===== config.mk =====
export PLATFORM = sky130hd
export DESIGN_NAME = fetch_unit
export DESIGN_NICKNAME = d
export VERILOG_FILES = /design/src/rtl/fetch_unit.sv
export SDC_FILE = /design/constraint.sdc
export NUM_CORES = 1
export LEC_CHECK = 0
export ABC_AREA = 0
export CAP_MARGIN = 20
export CORE_MARGIN = 10
export CORE_UTILIZATION = 49
export DETAILED_ROUTE_END_ITERATION = 12
export GPL_ROUTABILITY_DRIVEN = 1
export MAX_ROUTING_LAYER = met4
export PLACE_DENSITY = 0.89
export SLEW_MARGIN = 20
export SYNTH_ARGS = -nofsm -noshare
export SYNTH_HDL_FRONTEND = slang
export SYNTH_SLANG_ARGS = --single-unit
export TNS_END_PERCENT = 1

===== constraint.sdc =====
create_clock -name clk -period 2.4 [get_ports clk]
set_input_delay 0.36 -clock clk [delete_from_list [all_inputs] [get_ports clk]]
set_output_delay 0.36 -clock clk [all_outputs]
set_load 0.005 [all_outputs]

===== src/rtl/fetch_unit.sv =====
// Instruction fetch stage: reads one 16-bit word at the sampled PC, hands it to the decoder
// with PC+2, and reports misaligned PCs or memory timeouts as a sticky fetch fault.
module fetch_unit #(
  parameter int unsigned TIMEOUT     = 15,
  parameter logic [15:0] RESET_INSTR = 16'h0000
) (
  input  logic        clk,
  input  logic        reset,
  input  logic        fetch_en,
  input  logic [15:0] pc,
  output logic [15:0] mem_addr,
  output logic        mem_rd,
  input  logic [15:0] mem_rdata,
  input  logic        mem_ack,
  output logic [15:0] instr,
  output logic [15:0] pc_next,
  output logic        fetch_done,
  output logic        fetch_fault,
  output logic        busy
);

  typedef enum logic [2:0] {
    S_IDLE,
    S_REQ,
    S_WAIT,
    S_DONE,
    S_FAULT
  } state_t;

  state_t      state;
  logic [15:0] addr_q;
  logic [7:0]  cnt;

  always_ff @(posedge clk or negedge reset) begin
    if (!reset) begin
      state       <= S_IDLE;
      addr_q      <= '0;
      cnt         <= '0;
      mem_addr    <= '0;
      mem_rd      <= 1'b0;
      instr       <= RESET_INSTR;
      pc_next     <= '0;
      fetch_done  <= 1'b0;
      fetch_fault <= 1'b0;
      busy        <= 1'b0;
    end else begin
      case (state)
        S_IDLE, S_DONE, S_FAULT: begin
          if (fetch_en) begin
            addr_q      <= pc;
            fetch_done  <= 1'b0;
            fetch_fault <= 1'b0;
            if (pc[0]) begin
              state       <= S_FAULT;
              fetch_fault <= 1'b1;
              instr       <= RESET_INSTR;
            end else begin
              state <= S_REQ;
              busy  <= 1'b1;
            end
          end
        end
        S_REQ: begin
          mem_addr <= addr_q;
          mem_rd   <= 1'b1;
          cnt      <= 8'(TIMEOUT);
          state    <= S_WAIT;
        end
        S_WAIT: begin
          // An ack on the same edge the counter expires takes priority over the timeout.
          if (mem_ack) begin
            instr      <= mem_rdata;
            pc_next    <= addr_q + 16'd2;
            fetch_done <= 1'b1;
            mem_rd     <= 1'b0;
            busy       <= 1'b0;
            state      <= S_DONE;
          end else if (cnt == '0) begin
            fetch_fault <= 1'b1;
            instr       <= RESET_INSTR;
            mem_rd      <= 1'b0;
            busy        <= 1'b0;
            state       <= S_FAULT;
          end else begin
            cnt <= cnt - 8'd1;
          end
        end
        default: state <= S_IDLE;
      endcase
    end
  end

endmodule


# --- After elaboration in Yosys (flattened, before gate mapping) ---
# Index checks and enable logic that the tools add are counted.
op_classes:
  n_addsub: 2
  multipliers: 0
  div: 0
  order_cmp: 0
  n_eq_ne: 12
  shifts: 0
  mux: 27
  bitwise_logic: 0
  reduce_logical: 14
ops:
  columns: ["cell", "count"]
  rows:
  - ["16-bit two-way mux", 4]
  - ["16-bit one-hot mux with 2 select lines", 1]
  - ["16-bit by 2-bit adder with 16-bit output, second input constant", 1]
  - ["8-bit two-way mux", 2]
  - ["8-bit one-hot mux with 2 select lines", 1]
  - ["2-bit != test, second input constant", 7]
  - ["3-bit two-way mux", 4]
  - ["4-bit AND reduction", 3]
  - ["1-bit two-way mux", 10]
  - ["3-bit one-hot mux with 3 select lines", 1]
  - ["8-bit zero test", 1]
  - ["1-bit one-hot mux with 2 select lines", 4]
  - ["2-bit AND reduction", 4]
  - ["8-bit by 1-bit subtractor with 8-bit output, second input constant", 1]
  - ["3-bit by 2-bit == test with 1-bit output, second input constant", 2]
  - ["3-bit AND reduction", 2]
  - ["2-bit nonzero test", 2]
  - ["3-bit by 1-bit == test with 1-bit output, second input constant", 1]
  - ["3-bit == test, second input constant", 1]
  - ["3-bit zero test", 1]
  - ["3-bit != test, second input constant", 1]
  - ["3-bit OR reduction", 1]
totals:
  ff_bits: 79
  latchBits: 0
  ram_bits: 0
  romBits: 0
  input_bits: 36
  output_inout_bits: 52
  word_cells: 65
  n_memories: 0

# --- Depth between registers and ports, before layout ---
logic_depth:
  depth_word: 4
  mapped_depth: 7
  ltp_nobuf: 6

# --- Worst setup path before layout ---
# Ideal clock, no wire load.
synth_timing:
  path_kind: "register to register"
  from: "register cnt[0]"
  to: "register instr[0]"
  setup_time_ns: 0.121
  arrival_ns: 1.878
  required_time_ns: 2.279
  setup_slack_ns: 0.401
  stages_incl_launch_ff: 8
  n_path_buf: 1
  synth_period_minus_slack_ns: 1.999
  cell_sequence: "dfrtp_1 -> inv_1 -> ha_1 -> nor3b_2 -> a21oi_4 -> a211o_4 -> buf_6 -> a22o_1"
synth_between:
  elab_chain_len: 3
synth_lines:
  columns: ["element", "line_no", "text"]
  rows:
  - ["start, declared", "32", "logic [7:0] cnt;"]
  - ["start signal, assigned", "66", "cnt <= 8'(TIMEOUT);"]
  - ["start signal, assigned", "85", "cnt <= cnt - 8'd1;"]
  - ["8-bit zero test", "78", "end else if (cnt == '0) begin"]
  - ["3-bit != test (no source line)", null, null]
  - ["4-bit AND reduction (no source line)", null, null]
  - ["end signal, assigned", "72", "instr <= mem_rdata;"]
  - ["end, declared", "15", "output logic [15:0] instr,"]
# Every way passes these cells.
# A chain may end at the register's enable or synchronous reset.

# --- Worst setup path after layout ---
layout_timing:
  from: "register state[0]"
  to: "register instr[14]"
layout_between:
  elab_chain_len: 4
  word_cells_on_any_way: 11
  classes_between: "6 x eq/ne; 1 x mux; 4 x reduce/logical"
layout_lines:
  columns: ["element", "line_no", "text"]
  rows:
  - ["start, declared", "30", "state_t state;"]
  - ["start signal, assigned", "36", "state <= S_IDLE;"]
  - ["start signal, assigned", "54", "state <= S_FAULT;"]
  - ["start signal, assigned", "58", "state <= S_REQ;"]
  - ["3-bit by 2-bit == test with 1-bit output, or another cell as far along", "47", "case (state)"]
  - ["3-bit OR reduction", "47", null]
  - ["2-bit != test (no source line) / 2-bit nonzero test (equally long branches)", null, null]
  - ["4-bit AND reduction (no source line)", null, null]
# Parallel ways exist; a longest one is shown, timed or not.

==> summary.txt <==
Setup path
  – Element type at the critical path end: flop
  – Worst-path cell chain: or4b_1 > a21oi_4 > a211o_4 > a22o_1
  – CP startpoint kind: flop
  – FF-to-FF setup slack: 0.42 ns
  – CP max stage delay: 0.73 ns
  – Worst Path Max Fanout: 16
  – CP Class: flop to flop
  – Crit path required time: 2.68 ns
  – Critical path data arrival time: 2.25 ns
  – CP max-delay cell: or4b_1

Route
  – DR iter-0 viols: 138
  – Vias/cell: 5.15
  – Final wirelength: 8.27 mm
  – WL per Instance: 16.3 um
  – Vias: 2609
  – Drt first pass iters: 4
  – Post-route ant nets: 0
  – # DRC: 0

Clocking
  – Root buf cell: clkbuf_8
  – Resize count post-CTS: 0
  – Post-CTS Hold Fix Bufs: 0
  – Clock latency at the later pin of the worst-skew pair: 0.34 ns
  – Clk buf depth: 2
  – Cts bufs inserted: 9
  – H-tree depth: 3
  – CTS sink count: 79
  – CTS tree: yes
  – Post-CTS setup buffer count: 0
  – Clock-pin slew on the worst setup and hold paths: 0.08 ns

Cells and area
  – Final Util: 67.6%
  – Diode count: 0
  – Final nets: 445
  – Fraction of layout cells with a size suffix above 1: 12.2%
  – Post-Layout Cell Count: 507
  – Fillers: 499
  – Area grow syn2layout: 34.0%

Logic synthesis
  – Post-synth top area cell: dfrtp_1
  – Syn Area/Cell: 10.9 um^2
  – Post-Syn Area: 3430 um^2
  – Syn Inst Count: 315
  – Netlist cell types: 40
  – Number of synthesized flops with an enable pin: 0
  – Synthesized Nets: 354
  – Register area share after synthesis: 57.7%
  – Synthesized flop and latch total: 79
  – Synth top area share: 57.7%
  – Synth cell count leaders: 79 x dfrtp_1, 76 x nand2_1, 17 x o21ai_0, 16 x a22o_1
  – Synth Flop Type: dfrtp_1
  – Count leader, synth: dfrtp_1
  – Ranking of synthesized cells by area: dfrtp_1 58%, nand2_1 8.3%, mux2_2 4.9%
  – Asr flop ratio synth: 100%
  – Synthesis Warnings: 0

Die
  – Die Area: 10700 um^2
  – Boundary Pins: 88
  – Area of the core: 6790 um^2
  – FP Rows: 30
  – Initial Util: 50.5%
  – Die W: 104 um
  – Die height: 104 um

Run status
  – Status: finished, final reports clean

Global routing
  – GRT overflow: 0
  – First-pass GRT wire length: 14.0 mm
  – Largest net degree at the start of global routing: 46
  – Vias in the first global route: 2913
  – Gr usage total: 16.2%
  – Initial antenna violation count: 0

Timing
  – Final worst slack: 0.422 ns
  – Final critical-path required period: 1.98 ns
  – RSZ-0062 raised after global routing: no
  – Worst Tran Pin Value: 0.919 ns
  – Max Slew Vio Count: 0
  – Relative slew slack: 38.7%
  – Final period util: 82.4%
  – Max Clock Skew: 0.00864 ns
  – Fin. Hold Viols: 0
  – Sum Neg Setup Slack: 0 ns
  – Hold WS: 0.0108 ns
  – Endpoints failing setup: 0
  – Fmax: 506 MHz

Power
  – Worst vdd rail ir drop: 0.000531 V
  – Pwr dens: 1180 nW/um^2
  – Pleak: 2.01 nW

Place
  – Dpl cells: 491
  – # port buffers: 87
  – Detailed Place HPWL: 6.19 mm
  – Pre-CTS setup slack: 0.0859 ns
  – GPL Wtd Cong: 0.779

Hold path
  – Worst min-delay path category: primary input to asynchronous set/reset pin

Run
  – Maxcap violations: 0
-- where the power goes --
part | leakage [nW] | switching [mW] | internal, mW
combinational | 0.944 | 0.944 | 1.24
sequential | 0.983 | 0.449 | 1.87
clock | 0.0873 | 0.476 | 0.428
total | 2.01 | 1.87 | 3.54
-- worst paths after layout --
| path | from | to | depth (start not counted) |
|---|---|---|---|
| min in group clk | mem_addr[0] | mem_addr[0] | 2 |
| hold reg to reg | mem_addr[0] | mem_addr[0] | 2 |
| hold / removal | reset | mem_rd | 1 |
| setup / recovery | state[0] | instr[14] | 4 |
| setup reg to reg | state[0] | instr[14] | 4 |
| max in group asynchronous | reset | mem_addr[4] | 2 |
-- metal layers --
| layer | up-vias | global-route usage [%] | wire, um |
|---|---|---|---|
| li1 | 1259 | - | - |
| met1 | 1248 | 17.9 | 3510 |
| met2 | 94 | 26.5 | 4020 |
| met3 | 8 | 5.70 | 622 |
| met4 | 0 | 5.54 | 112 |
| met5 | - | - | 0 |
-- cell usage in the layout (no fill, tap or decap), types with 2 or more instances in the layout --
cell / instances
dfrtp_1: 79
o21ai_1: 3
a22o_1: 16
nand2b_1: 4
nor3_1: 7
nand3_1: 6
nor2_1: 8
a21o_1: 5
nand4_1: 2
xnor2_1: 15
nor4_1: 3
nand2_1: 76
clkinv_2: 2
ha_1: 3
nand3b_1: 2
inv_1: 7
clkinvlp_4: 3
xor2_1: 2
buf_4: 9
clkbuf_8: 11
nor2b_1: 2
a21oi_1: 8
mux2_2: 15
o21ai_0: 17
or3_1: 2
clkdlybuf4s50_1: 86
a2111oi_2: 3
-- critical path: cells and delay by family, from the launching register on --
family           cells  cell delay [ns]
AND/OR/NAND/NOR      1             0.73
AO/OA/AOI/OAI        3             0.72
flip-flops           1             0.46
-- through the flow --
stage,total power [mW],cell area [um^2]
floorplan,3.41,3430
global placement,4.45,4410
detailed placement,4.56,4410
CTS,5.48,4590
global route,5.83,4590
finish,5.41,4590
-- sequential cells by signal (all words and copies together), names as in the netlist --
signal and cells:
fetch_done 1, state 3, busy 1, pc_next 16, instr 16, mem_addr 16
fetch_fault 1, addr_q 16, mem_rd 1, cnt 8
-- logic make-up (layout without fill, tap and decap cells) --
family,count (synthesis),after routing,synth area share [%]
XOR/XNOR,17,17,4.34
adder cells (fa/ha/maj),3,3,1.10
AND/OR/NAND/NOR,119,119,15.9
buffers and inverters,22,118,2.74
multiplexers,16,16,5.22
flip-flops,79,79,57.7
AO/OA/AOI/OAI,59,59,13.0
-- final cells by class --
class                   count  area [um^2]  area share [%]
clock inverters             5         32.5           0.708
clock buffers              11          151            3.30
repair buffers             95          928            20.2
flip-flops and latches     79         1980            43.0
inverters                   7         26.3           0.572
well taps                  96          120            2.62
multi-input cells         214         1360            29.6
Note: power is estimated with default switching activity, not from simulation.
